===== config.mk =====
export PLATFORM = sky130hd
export DESIGN_NAME = ram_cmd_arbiter
export DESIGN_NICKNAME = d
export VERILOG_FILES = /design/src/rtl/ram_cmd_arbiter.sv
export SDC_FILE = /design/constraint.sdc
export NUM_CORES = 1
export LEC_CHECK = 0
export ABC_CLOCK_PERIOD_IN_PS = 3030
export BUFFER_PORTS_ARGS = -buffer_cell sky130_fd_sc_hd__buf_4
export CORE_MARGIN = 4
export CORE_UTILIZATION = 49
export CTS_CLUSTER_DIAMETER = 80
export DETAILED_ROUTE_END_ITERATION = 7
export PLACE_DENSITY = 0.89
export SLEW_MARGIN = 0
export SYNTH_ARGS = -nofsm -noshare
export SYNTH_HDL_FRONTEND = slang
export SYNTH_SLANG_ARGS = --single-unit

===== constraint.sdc =====
create_clock -name clk -period 3.03 [get_ports clk]
set_input_delay 0.606 -clock clk [delete_from_list [all_inputs] [get_ports clk]]
set_output_delay 0.606 -clock clk [all_outputs]
set_load 0.1 [all_outputs]

===== src/rtl/ram_cmd_arbiter.sv =====
// Round-robin arbiter that turns two requesters' read/write requests into the RAM's
// two-word command sequence. Optional read-wait watchdog: define RAM_ARB_TIMEOUT_EN.
module ram_cmd_arbiter #(
    parameter int ADDR_SIZE      = 8,
    parameter int TIMEOUT_CYCLES = 15
) (
    input  logic                 clk,
    input  logic                 rst,
    input  logic                 req0,
    input  logic                 req1,
    input  logic                 we0,
    input  logic                 we1,
    input  logic [ADDR_SIZE-1:0] addr0,
    input  logic [ADDR_SIZE-1:0] addr1,
    input  logic [ADDR_SIZE-1:0] wdata0,
    input  logic [ADDR_SIZE-1:0] wdata1,
    output logic                 ack0,
    output logic                 ack1,
    output logic [1:0]           gnt,
    output logic [ADDR_SIZE-1:0] rdata,
    output logic                 err,
    output logic [ADDR_SIZE+1:0] ram_din,
    output logic                 ram_rx_valid,
    input  logic [ADDR_SIZE-1:0] ram_dout,
    input  logic                 ram_tx_valid
);

    typedef enum logic [2:0] {IDLE, ADDR, DATA, WAIT, DONE} state_t;

    state_t                 state;
    state_t                 state_nxt;
    logic                   owner;
    logic                   last;
    logic                   sel;
    logic                   tmo_hit;
    logic                   we_q;
    logic [ADDR_SIZE-1:0]   addr_q;
    logic [ADDR_SIZE-1:0]   wdata_q;

    // On a tie the requester that was not served last wins.
    assign sel = (req0 && req1) ? ~last : req1;
    assign gnt = (state == IDLE) ? 2'b00 : {owner, ~owner};

`ifdef RAM_ARB_TIMEOUT_EN
    localparam int CNT_W = $clog2(TIMEOUT_CYCLES + 1);
    logic [CNT_W-1:0] wait_cnt;
    logic             tmo_flag;

    always_ff @(posedge clk or posedge rst) begin
        if (rst) begin
            wait_cnt <= '0;
            tmo_flag <= 1'b0;
        end else begin
            wait_cnt <= (state == WAIT) ? wait_cnt + 1'b1 : '0;
            if (state == IDLE)
                tmo_flag <= 1'b0;
            else if (state == WAIT)
                tmo_flag <= tmo_hit;
        end
    end

    assign tmo_hit = (state == WAIT) && !ram_tx_valid &&
                     (wait_cnt == CNT_W'(TIMEOUT_CYCLES - 1));
    assign err     = (state == DONE) && tmo_flag;
`else
    // No watchdog in this build: WAIT holds until the RAM answers.
    assign tmo_hit = (TIMEOUT_CYCLES < 0);
    assign err     = 1'b0;
`endif

    always_ff @(posedge clk or posedge rst) begin
        if (rst)
            state <= IDLE;
        else
            state <= state_nxt;
    end

    always_ff @(posedge clk or posedge rst) begin
        if (rst) begin
            owner <= 1'b0;
            last  <= 1'b1;
            rdata <= '0;
        end else begin
            if (state == IDLE && (req0 || req1))
                owner <= sel;
            if (state == DONE)
                last <= owner;
            if (state == WAIT) begin
                if (ram_tx_valid)
                    rdata <= ram_dout;
                else if (tmo_hit)
                    rdata <= '0;
            end
        end
    end

    // Request fields are only meaningful once a grant is taken, so they carry no reset.
    always_ff @(posedge clk) begin
        if (state == IDLE) begin
            we_q    <= sel ? we1    : we0;
            addr_q  <= sel ? addr1  : addr0;
            wdata_q <= sel ? wdata1 : wdata0;
        end
    end

    always_comb begin
        state_nxt    = state;
        ram_rx_valid = 1'b0;
        ram_din      = '0;
        ack0         = 1'b0;
        ack1         = 1'b0;
        case (state)
            IDLE: if (req0 || req1) state_nxt = ADDR;
            ADDR: begin
                ram_rx_valid = 1'b1;
                ram_din      = {~we_q, 1'b0, addr_q};
                state_nxt    = DATA;
            end
            DATA: begin
                ram_rx_valid = 1'b1;
                ram_din      = we_q ? {2'b01, wdata_q} : {2'b11, {ADDR_SIZE{1'b0}}};
                state_nxt    = we_q ? DONE : WAIT;
            end
            WAIT: if (ram_tx_valid || tmo_hit) state_nxt = DONE;
            DONE: begin
                ack0      = ~owner;
                ack1      = owner;
                state_nxt = IDLE;
            end
            default: state_nxt = IDLE;
        endcase
    end

endmodule

==> results.yml <==
status:
  run_status: "finished, final reports clean"
run:
  maxCapViolCount: 0
synthesis:
  synthTopCellsByArea: "sky130_fd_sc_hd__edfxtp_1 34%, sky130_fd_sc_hd__dfrtp_1 20%, sky130_fd_sc_hd__mux2_1 13%"
  syn-instance-count: 116
  share_of_the_yosys_chip_area_belonging_to_registers_pct: 55.3
  syn-num-nets: 163
  synth_cell_type_count: 30
  cell_area_after_synthesis_um2: 1510
  synth-seq-cells: 30
  yosysWarnings: 0
  yosysTopAreaCellShare_pct: 33.7
  synth_largest_area_cell: "sky130_fd_sc_hd__edfxtp_1"
  syn-mean-instance-area_um2: 13.0
global_routing:
  grt_antenna_before_repair: 0
  first_global_vias: 1188
  grt_max_degree: 22
  global_route.overflow_total: 0
  wire_length_of_the_first_global_routing_pass_um: 5310
  track_usage_pct: 17.4
clock_network:
  postCtsSetupBuffers: 0
  largest_buffer_count_on_any_clock_path: 2
  post_cts.resized_instances: 0
  cts_buffers: 5
  cts.sinks: 30
  clk-insertion-delay-late_ns: 0.32
  clk_root_buffer_cell: "sky130_fd_sc_hd__clkbuf_4"
  cts.hold.buffers_added: 0
  clkTransAtPathRegs_ns: 0.09
  tritoncts: "yes"
  htreeDepth: 2
routing:
  finalWirelength_um: 3300
  drt_iter0_drc: 24
  dr.pass1.iters: 4
  drc_markers: 0
  drt-wirelength-per-cell_um: 15.2
  vias: 1133
  final_antenna_net_count: 0
  avgViaCountPerCell: 5.20
critical_path:
  category_of_the_most_critical_setup_path: "flop to primary output"
  worst_r2r_path_depth: 3
  worst_ep_arrival_time_ns: 1.97
  worstPathRequired_ns: 2.42
  cp-start-kind: "flop"
  cp_max_fo: 17
  worst_setup_path_end_kind: "primary output"
  worst-r2r-setup-slack_ns: 1.16
final_layout:
  area.growth.synth_to_final_pct: 39.7
  final.fill_count: 206
  final_cell_mix: "70 x sky130_fd_sc_hd__buf_4, 17 x sky130_fd_sc_hd__mux2_1, 17 x sky130_fd_sc_hd__edfxtp_1"
  layout_commonest_cell: "sky130_fd_sc_hd__buf_4"
  post_route_cells_drive_above_1_share_pct: 49.7
  n_antenna_cell: 0
  final_nets: 233
sta:
  unrepaired_setup_endpoints_after_global_routing: "no"
  report.final.hold_viol_count: 0
  final_max_slew_viol_count: 0
  timing.setup.tns_ns: 0
  timing.fmax_mhz: 388
  remaining_max_slew_budget_at_the_tightest_pin_pct: 59.1
  fin_skew_ns: 0.00744
  finalCriticalPeriod_ns: 2.58
  layout_worst_path_cycle_share_pct: 85.0
  setup_viol: 0
  worst_margin_slew_ns: 0.614
die:
  die-width_um: 63.6
  fp.dieH_um: 63.6
  dieArea_um2: 4040
  initial_cell_density_of_the_core_pct: 53.0
  top_ports: 71
  placeableCoreArea_um2: 2850
  std_cell_rows: 19
placement:
  gp_routability_congestion: 0.711
  hpwl_after_detailed_placement_um: 2450
  io_buffer_count: 69
hold_path:
  hp-class: "primary input to async pin"
## area by class of cell
type                            instances  area [um^2]  area share [%]
Timing Repair Buffer                   70          526            24.9
Multi-Input combinational cell         77          656            31.0
Tap cell                               31         38.8            1.84
Clock buffer                            8         48.8            2.31
Sequential cell                        30          837            39.6
Inverter                                2         7.51           0.355
## critical path, cell delays in order, from the launching register on
cell,delay (ns)
sky130_fd_sc_hd__dfrtp_1,0.57
sky130_fd_sc_hd__nor2b_1,0.44
sky130_fd_sc_hd__nand3_1,0.17
sky130_fd_sc_hd__a21oi_2,0.16
sky130_fd_sc_hd__buf_4,0.31
## flip-flops by register name, indices dropped and copies added (netlist names)
signal / flops
addr_q: 8
wdata_q: 8
last: 1
owner: 1
we_q: 1
state: 3
rdata: 8
## through the flow
stage / setup WS [ns] / cell area, um^2 / util, % / cells / hold slack, ns
after floorplan: 0.153 / 1540 / - / 116 / 0.482
after global placement: 0.909 / 2060 / 72.4 / 210 / 0.491
after detailed placement: 0.808 / 2060 / 72.4 / 210 / 0.495
after CTS: 0.439 / 2110 / 74.1 / 218 / 0.309
after global routing: 0.271 / 2110 / 74.1 / 218 / 0.313
final: 0.453 / 2110 / 74.1 / 218 / 0.303
## cell usage after synthesis
cell type,n
sky130_fd_sc_hd__a21boi_4,1
sky130_fd_sc_hd__a21o_1,1
sky130_fd_sc_hd__a21oi_1,9
sky130_fd_sc_hd__a22o_1,1
sky130_fd_sc_hd__a22oi_1,3
sky130_fd_sc_hd__a2bb2oi_1,1
sky130_fd_sc_hd__and3_1,1
sky130_fd_sc_hd__and3b_1,1
sky130_fd_sc_hd__buf_1,1
sky130_fd_sc_hd__buf_2,1
sky130_fd_sc_hd__buf_4,2
sky130_fd_sc_hd__buf_6,1
sky130_fd_sc_hd__clkbuf_1,2
sky130_fd_sc_hd__conb_1,1
sky130_fd_sc_hd__dfrtp_1,12
sky130_fd_sc_hd__dfstp_2,1
sky130_fd_sc_hd__edfxtp_1,17
sky130_fd_sc_hd__inv_1,2
sky130_fd_sc_hd__mux2_1,17
sky130_fd_sc_hd__mux2_4,8
sky130_fd_sc_hd__nand2_1,3
sky130_fd_sc_hd__nand2b_1,3
sky130_fd_sc_hd__nand3_1,5
sky130_fd_sc_hd__nand3b_1,6
sky130_fd_sc_hd__nor2_1,8
sky130_fd_sc_hd__nor2b_1,4
sky130_fd_sc_hd__nor3_2,1
sky130_fd_sc_hd__o21ai_1,1
sky130_fd_sc_hd__o31ai_1,1
sky130_fd_sc_hd__or2_1,1
## final timing paths
| check | end | start |
|---|---|---|
| setup / recovery | ram_din[3] | state[0]$_DFFE_PP0P_ |
| hold / removal | rdata[2]$_DFFE_PP0P_ | rst |
| setup reg to reg | rdata[5]$_DFFE_PP0P_ | state[2]$_DFFE_PP0P_ |
| hold reg to reg | rdata[6]$_DFFE_PP0P_ | rdata[6]$_DFFE_PP0P_ |
| max in group asynchronous | last$_DFFE_PP1N_ | rst |
| min in group clk | rdata[2]$_DFFE_PP0P_ | ram_dout[2] |
## per-layer routing
metal / GRT usage (%) / wire length [um] / part of all wire (%) / up-vias
met1: 19.8 / 1340 / 41 / 521
met2: 28.2 / 1630 / 49 / 48
met3: 8.88 / 295 / 8.9 / 5
li1: - / - / - / 559
met5: 0 / 0 / 0 / -
met4: 5.66 / 34 / 1.0 / 0
## logic make-up (layout without fill, tap and decap cells)
family | Yosys count | in the layout | synth area share (%)
and+or+nand+nor | 33 | 33 | 12.3
AOI/OAI and AO/OA | 18 | 18 | 8.19
muxes | 25 | 25 | 20.6
buffers and inverters | 9 | 80 | 3.31
DFF | 30 | 30 | 55.3
other | 1 | 1 | 0.248
Power is left out: the tool's default activity adds up to more than one toggle a clock period on the data nets, which glitch-free logic cannot reach.
